--- src/rtl/stage4_memory_access.sv ---
// Memory-access stage: issues loads/stores over a req/ready handshake and registers stage-5 writeback controls.
// Optional macro STAGE4_MISALIGN_TRAP_EN turns misaligned halfword/word accesses into a non-writing fault flag.

`ifndef RANGE_INSTRS
`define RANGE_INSTRS 7:0
`endif
`ifndef DO_LOAD
`define DO_LOAD 0
`endif
`ifndef DO_STORE
`define DO_STORE 1
`endif
`ifndef DO_BRANCH
`define DO_BRANCH 2
`endif
`ifndef DO_JAL
`define DO_JAL 3
`endif
`ifndef DO_JALR
`define DO_JALR 4
`endif

module stage4_memory_access (
    input  logic                 clock,
    input  logic                 reset_n,

    input  logic                 in_valid,
    input  logic                 in_flush,
    input  logic [`RANGE_INSTRS] in_instr_type,
    input  logic [2:0]           in_funct3,
    input  logic [4:0]           in_rs1,
    input  logic [4:0]           in_rs2,
    input  logic [4:0]           in_rd,
    input  logic [31:0]          in_alu_output,
    input  logic [31:0]          in_store_data,
    input  logic [31:0]          in_ia_plus4,

    output logic                 stall_out,

    output logic                 mem_req,
    output logic                 mem_we,
    output logic [31:0]          mem_addr,
    output logic [31:0]          mem_wdata,
    output logic [3:0]           mem_be,
    input  logic                 mem_ready,
    input  logic [31:0]          mem_rdata,

    output logic                 wb_valid,
    output logic [`RANGE_INSTRS] instr_type,
    output logic [2:0]           load_type,
    output logic                 sign_extend,
    output logic [4:0]           rs1,
    output logic [4:0]           rs2,
    output logic [4:0]           rd,
    output logic [31:0]          ia_plus4,
    output logic [31:0]          alu_output,
    output logic [31:0]          memory_read_value
`ifdef STAGE4_MISALIGN_TRAP_EN
    ,
    output logic                 misaligned
`endif
);

    typedef enum logic {
        S_IDLE   = 1'b0,
        S_ACCESS = 1'b1
    } state_t;

    state_t      r_state;
    logic        r_killed;

    logic        w_accept;
    logic        w_is_load;
    logic        w_is_store;
    logic        w_issue;
    logic        w_kill_now;
    logic [1:0]  w_offset;
    logic [3:0]  w_be;
    logic [31:0] w_wdata;
`ifdef STAGE4_MISALIGN_TRAP_EN
    logic        w_misaligned;
`endif

    assign stall_out = (r_state == S_ACCESS);

    // NOTE: every signal written here gets a default first so no latch is inferred.
    always_comb begin
        w_accept   = in_valid && !in_flush && (r_state == S_IDLE);
        w_is_load  = in_instr_type[`DO_LOAD];
        w_is_store = in_instr_type[`DO_STORE];
        w_kill_now = r_killed || in_flush;
        w_offset   = 2'b00;
        w_be       = 4'b1111;
        w_wdata    = in_store_data;
`ifdef STAGE4_MISALIGN_TRAP_EN
        w_misaligned = 1'b0;
`endif

        // Low address bits are snapped to the access size before lane selection.
        case (in_funct3[1:0])
            2'b00: begin
                w_offset = in_alu_output[1:0];
                w_wdata  = {4{in_store_data[7:0]}};
            end
            2'b01: begin
                w_offset = {in_alu_output[1], 1'b0};
                w_wdata  = {2{in_store_data[15:0]}};
`ifdef STAGE4_MISALIGN_TRAP_EN
                w_misaligned = (w_is_load || w_is_store) && in_alu_output[0];
`endif
            end
            default: begin
                w_offset = 2'b00;
                w_wdata  = in_store_data;
`ifdef STAGE4_MISALIGN_TRAP_EN
                w_misaligned = (w_is_load || w_is_store) && (in_alu_output[1:0] != 2'b00);
`endif
            end
        endcase

        if (w_is_store) begin
            case (in_funct3[1:0])
                2'b00:   w_be = 4'b0001 << w_offset;
                2'b01:   w_be = 4'b0011 << w_offset;
                default: w_be = 4'b1111;
            endcase
        end

`ifdef STAGE4_MISALIGN_TRAP_EN
        w_issue = (w_is_load || w_is_store) && !w_misaligned;
`else
        w_issue = w_is_load || w_is_store;
`endif
    end

    // NOTE: sequential state is updated with non-blocking assignments only.
    always_ff @(posedge clock or negedge reset_n) begin
        if (!reset_n) begin
            r_state           <= S_IDLE;
            r_killed          <= 1'b0;
            mem_req           <= 1'b0;
            mem_we            <= 1'b0;
            mem_addr          <= '0;
            mem_wdata         <= '0;
            mem_be            <= '0;
            wb_valid          <= 1'b0;
            instr_type        <= '0;
            load_type         <= '0;
            sign_extend       <= 1'b0;
            rs1               <= '0;
            rs2               <= '0;
            rd                <= '0;
            ia_plus4          <= '0;
            alu_output        <= '0;
            memory_read_value <= '0;
`ifdef STAGE4_MISALIGN_TRAP_EN
            misaligned        <= 1'b0;
`endif
        end else begin
            wb_valid <= 1'b0;
            case (r_state)
                S_IDLE: begin
                    if (w_accept) begin
                        instr_type  <= in_instr_type;
                        load_type   <= in_funct3;
                        sign_extend <= ~in_funct3[2];
                        rs1         <= in_rs1;
                        rs2         <= in_rs2;
                        rd          <= in_rd;
                        ia_plus4    <= in_ia_plus4;
                        alu_output  <= in_alu_output;
                        r_killed    <= 1'b0;
`ifdef STAGE4_MISALIGN_TRAP_EN
                        misaligned  <= w_misaligned;
`endif
                        if (w_issue) begin
                            r_state   <= S_ACCESS;
                            mem_req   <= 1'b1;
                            mem_we    <= w_is_store;
                            mem_addr  <= {in_alu_output[31:2], 2'b00};
                            mem_be    <= w_be;
                            mem_wdata <= w_wdata;
                        end else begin
                            wb_valid  <= 1'b1;
                        end
                    end
                end
                S_ACCESS: begin
                    if (in_flush) begin
                        r_killed <= 1'b1;
                    end
                    // A killed access still completes so a store is never torn.
                    if (mem_ready) begin
                        if (instr_type[`DO_LOAD] && !w_kill_now) begin
                            memory_read_value <= mem_rdata;
                        end
                        wb_valid <= !w_kill_now;
                        mem_req  <= 1'b0;
                        mem_we   <= 1'b0;
                        mem_be   <= 4'b0000;
                        r_killed <= 1'b0;
                        r_state  <= S_IDLE;
                    end
                end
                default: r_state <= S_IDLE;
            endcase
        end
    end

endmodule

--- config.mk ---
export PLATFORM = sky130hd
export DESIGN_NAME = stage4_memory_access
export DESIGN_NICKNAME = d
export VERILOG_FILES = /design/src/rtl/stage4_memory_access.sv
export SDC_FILE = /design/constraint.sdc
export NUM_CORES = 1
export LEC_CHECK = 0
export ABC_AREA = 1
export ABC_CLOCK_PERIOD_IN_PS = 1460
export BUFFER_PORTS_ARGS = -buffer_cell sky130_fd_sc_hd__buf_4
export CORE_MARGIN = 2
export CORE_UTILIZATION = 30
export CTS_CLUSTER_DIAMETER = 150
export CTS_CLUSTER_SIZE = 30
export DETAILED_ROUTE_END_ITERATION = 6
export GPL_TIMING_DRIVEN = 0
export PLACE_DENSITY_LB_ADDON = 0.25
export RECOVER_POWER = 100
export SETUP_SLACK_MARGIN = 0.02
export SYNTH_ARGS = -nofsm -noshare
export SYNTH_HDL_FRONTEND = slang
export SYNTH_SLANG_ARGS = --single-unit
--- constraint.sdc ---
create_clock -name clock -period 1.46 [get_ports clock]
set_input_delay 0.219 -clock clock [delete_from_list [all_inputs] [get_ports clock]]
set_output_delay 0.219 -clock clock [all_outputs]
set_load 0.01 [all_outputs]
After elaboration in Yosys (flattened, before gate mapping)
Index checks and enable logic that the tools add are counted.

Register bits after elaboration: 194. Input port bits: 159. Output and inout bits: 195. Logic and storage cells: 66.

Equal/unequal tests: 5. Shifts and indexed selects: 2. Mux-type cells: 27. Bitwise operators: 2. Reductions and logical operators: 13.

Operators by type and width (count): $pmux W32 S2 (1); $mux W4 (4); $pmux W4 S2 (2); $mux W1 (14); $pmux W1 S2 (5); $reduce_and A3 Y1 (3); $ne A2 B2 Y1 const B (3); $pmux W2 S2 (1); $reduce_and A2 Y1 (2); $shl A1 B2 Y4 const A (1); $shl A2 B2 Y4 const A (1); $logic_and A1 B1 Y1 (3); $ne A3 B3 Y1 const B (1); $eq A2 B1 Y1 const B (1); $logic_not A1 Y1 (2); $logic_not A2 Y1 (1); $logic_or A1 B1 Y1 (2); $not A1 Y1 (2).

Longest topological paths before layout
Depth in word-level cells: 8. Depth in mapped cells: 8. Gate-level depth less buffers: 7.

Worst setup path before layout
No wires, ideal clock.

Path kind: reg2reg. Start point: register r_state (netlist: stall_out). End point: register mem_addr[10]. Setup time: 0.130 ns. Data arrival time: 1.231 ns. Data required time: 1.330 ns. Slack: 0.098 ns. Stages on the path, launching flop included: 9. Buffers on the path: 2. Clock period less this slack: 1.362 ns. Path through: dfrtp_1 > nor2_1 > nand2_2 > inv_2 > nand2_2 > buf_6 > buf_4 > nand2_1 > o21ai_1.

Cells in the longest elaborated chain, start to end: 3.

RTL lines: start: declaration (line 69) `state_t r_state;`; start signal: assignment (line 139) `r_state <= S_IDLE;`; start signal: assignment (line 177) `r_state <= S_ACCESS;`; start signal: assignment (line 202) `r_state <= S_IDLE;`; $not A1 Y1 (no line) (*); $logic_and A1 B1 Y1 (line 88) `w_accept = in_valid && !in_flush && (r_state == S_IDLE);`; $reduce_and A3 Y1 (no line) (*); end signal: assignment (line 180) `mem_addr <= {in_alu_output[31:2], 2'b00};`; end: declaration (line 42) `output logic [31:0] mem_addr,`.

Every way passes the cells marked *; elsewhere a longest branch is shown, timed or not. A chain may end at the register's enable or synchronous reset.

Worst setup path after layout
Start point: register r_state (netlist: stall_out). End point: register mem_addr[19].

The elaborated chain is that of the path after synthesis.

==> results.ini <==
[min_path]
min_from=mem_rdata[19]
whs_endpoint=memory_read_value[19]$_DFFE_PN0P_
holdPathStages=3
hold_path.class=primary input to flip-flop

[timing]
setup_slack_ns=0.04524
final_max_slew_viol_count=0
fin_crit_sh=0.9690
max_freq_ghz=0.7068
rsz0062_at_grt=true
setup_viol=0
fin_crit_ns=1.415
tightest_slew_ns=0.5893
slew_headroom=0.6057
setup-tns-final_ns=0
finalHoldViolCount=0
skew_ns=0.01274

[placed_design]
port_buffers=350
preCtsSetupSlack_ns=-0.4333
dp_hpwl_mm=18.17
place.gp.congestion=0.8284

[synthesis]
ys_seq_area_frac=0.6349
syn_area_sq_mm=0.007646
yosysUniqueCellTypes=22
ys.flop_type=dfrtp_1
ys_top_cells_by_area=dfrtp_1, nand2_1, o21ai_0
yosysWarnings=0
synth_top_area_cell=dfrtp_1
synth.avg_cell_area_sq_um=8.819
ys_seq_elements=194
synth_top_area_share=0.6349
synth_commonest_cells=nand2_1, dfrtp_1, o21ai_0, inv_1, o21ai_1
syn_inst=867
synth-edff-count=0
synth_most_common_cell=nand2_1
synthArstFlopShare=1.000

[die]
die_h_um=163.6
num_rows=58
die_area_sq_mm=0.02678
core_sq_mm=0.02511
pin_count=354
initial_utilization=0.3045
die_w_um=163.6

[run]
maxCapViolations=0

[drt]
wire_per_inst_um=15.72
drt_drc_violations_left=0
totalWireLength_mm=25.95
num_vias=7248
viasPerCell=4.393
drt-initial-drc-count=389
drt_pass1_iterations=6
antenna_left=0

[worst_setup_path]
critPathCaptureType=flip-flop
r2r_start=stall_out$_DFF_PN0_
cp.required_ns=1.77
reg2reg_depth=8
start_kind=flip-flop
critPathKind=flip-flop to flip-flop
cp.arrival_ns=1.73
crit_path_max_fanout=6
rr_endpoint=mem_addr[19]$_DFFE_PN0P_
ff2ff_setup_slack_ns=0.05

[pwr]
p_leak_nw=6.788
ir_drop_v=0.0006187
cellPowerDensity_mw_per_mm2=1373

[cells_and_area]
antenna_cells=0
n_fill_cell=2474
fin_nets=1466
drive_gt1_frac=0.3750
syn2layout_area_growth_pct=63.18

[clocking]
numCtsBuffers=17
clk_pin_slew_ns=0.08
clk_path_buf_depth=2
cts_root_buf=clkbuf_16
htree_num_levels=4
cts_tree=yes
insertion_delay_ns=0.43
cts.sinks=194

[outcome]
status=finished clean

[grt]
grt_pass1_wl_mm=39.15
antenna_found_initial=1
grt_max_degree=102
grt_pass1_vias=7192
track_usage=0.1879
overflow=0

cells by family after synthesis:
family,share of synthesized area
flops,0.6349
simple gates,0.2065
buf+inv,0.06938
compound gates,0.08869
other cells,0.0004904
per-stage QoR:
stage	cells	area, sq um	util	hold slack (ns)	total power [mW]
final	1650	12480	0.4969	0.02506	17.13
after global routing	1650	12480	0.4969	0.008847	18.15
after CTS	1644	12170	0.4846	0.001208	17.18
after detailed placement	1549	10730	0.4271	0.2772	12.05
after global placement	1548	10690	0.4258	0.4135	11.95
after floorplan	868	7650	-	-0.07659	9.088
registers in the layout, summed over array words and instances, names as in the netlist, 3 cells and up:
register	flops
alu_output	32
ia_plus4	32
mem_wdata	32
memory_read_value	32
mem_addr	30
instr_type	8
rd	5
rs1	5
rs2	5
mem_be	4
load_type	3
area by class of cell:
| class | count | area (sq um) | share of cell area |
|---|---|---|---|
| Tap cell | 330 | 412.9 | 0.03309 |
| Sequential cell | 194 | 4856 | 0.3892 |
| Clock inverter | 14 | 167.7 | 0.01344 |
| Timing Repair Buffer | 422 | 3450 | 0.2765 |
| Multi-Input combinational cell | 547 | 2485 | 0.1992 |
| Inverter | 81 | 311.5 | 0.02497 |
| Buffer | 44 | 365.4 | 0.02928 |
| Clock buffer | 18 | 429.2 | 0.03440 |
how the worst max path moves through the flow:
stage                        startpoint                                to  slack, ns  cells past startpoint
global placement                reset_n          ia_plus4[28]$_DFFE_PN0P_      -1.25                      1
finish              stall_out$_DFF_PN0_          mem_addr[19]$_DFFE_PN0P_       0.05                      8
detailed placement  stall_out$_DFF_PN0_         mem_wdata[22]$_DFFE_PN0P_      -0.43                      6
global route        stall_out$_DFF_PN0_  memory_read_value[3]$_DFFE_PN0P_      -0.03                      5
floorplan           stall_out$_DFF_PN0_          mem_addr[10]$_DFFE_PN0P_        0.1                      8
CTS                 stall_out$_DFF_PN0_         mem_wdata[19]$_DFFE_PN0P_      0.006                      7
layout by cell type (no fill, tap or decap), drive strengths merged:
cell type / n
buf: 383
nand2: 383
dfrtp: 194
o21ai: 123
inv: 88
dlygate4sd3: 54
clkbuf: 47
nand3: 14
nor2: 12
a21oi: 8
clkinv: 6
o21bai: 2
conb: 2
or2: 1
o21a: 1
nor3b: 1
bufinv: 1
what timing repair did:
item                                   in CTS  in global routing
hold buffers                               54                  0
cloned                                      3                  5
pin swaps                                   2                  9
buffers inserted                            7                  2
resized for setup                          71                 80
setup endpoints to repair                 184                240
endpoints found under the hold margin     146                  0
metal layers:
| metal | part of all wire | wire length, um | up-vias | GRT usage |
|---|---|---|---|---|
| met3 | 0.074 | 1927 | 38 | 0.06069 |
| met5 | 0.00046 | 12 | - | 0 |
| met2 | 0.48 | 12480 | 245 | 0.3044 |
| met1 | 0.42 | 10920 | 3417 | 0.2392 |
| met4 | 0.023 | 606 | 2 | 0.05781 |
| li1 | - | - | 3546 | - |
power breakdown:
part	switching, mW	leakage (nW)	internal [mW]
clock network	2.35	0.292	2.46
registers	0.763	2.43	6.58
logic	2.38	4.07	2.60
total	5.49	6.79	11.6
worst max-delay path, cell delays in order (launching register included):
cell and delay, ns:
dfrtp_2 0.47, nor2_4 0.12, nand2_4 0.09, inv_4 0.09, nand2_8 0.09, clkbuf_16 0.19
clkbuf_16 0.16, nand2_2 0.04, o21ai_1 0.06
Note: power is estimated with default switching activity, not from simulation.
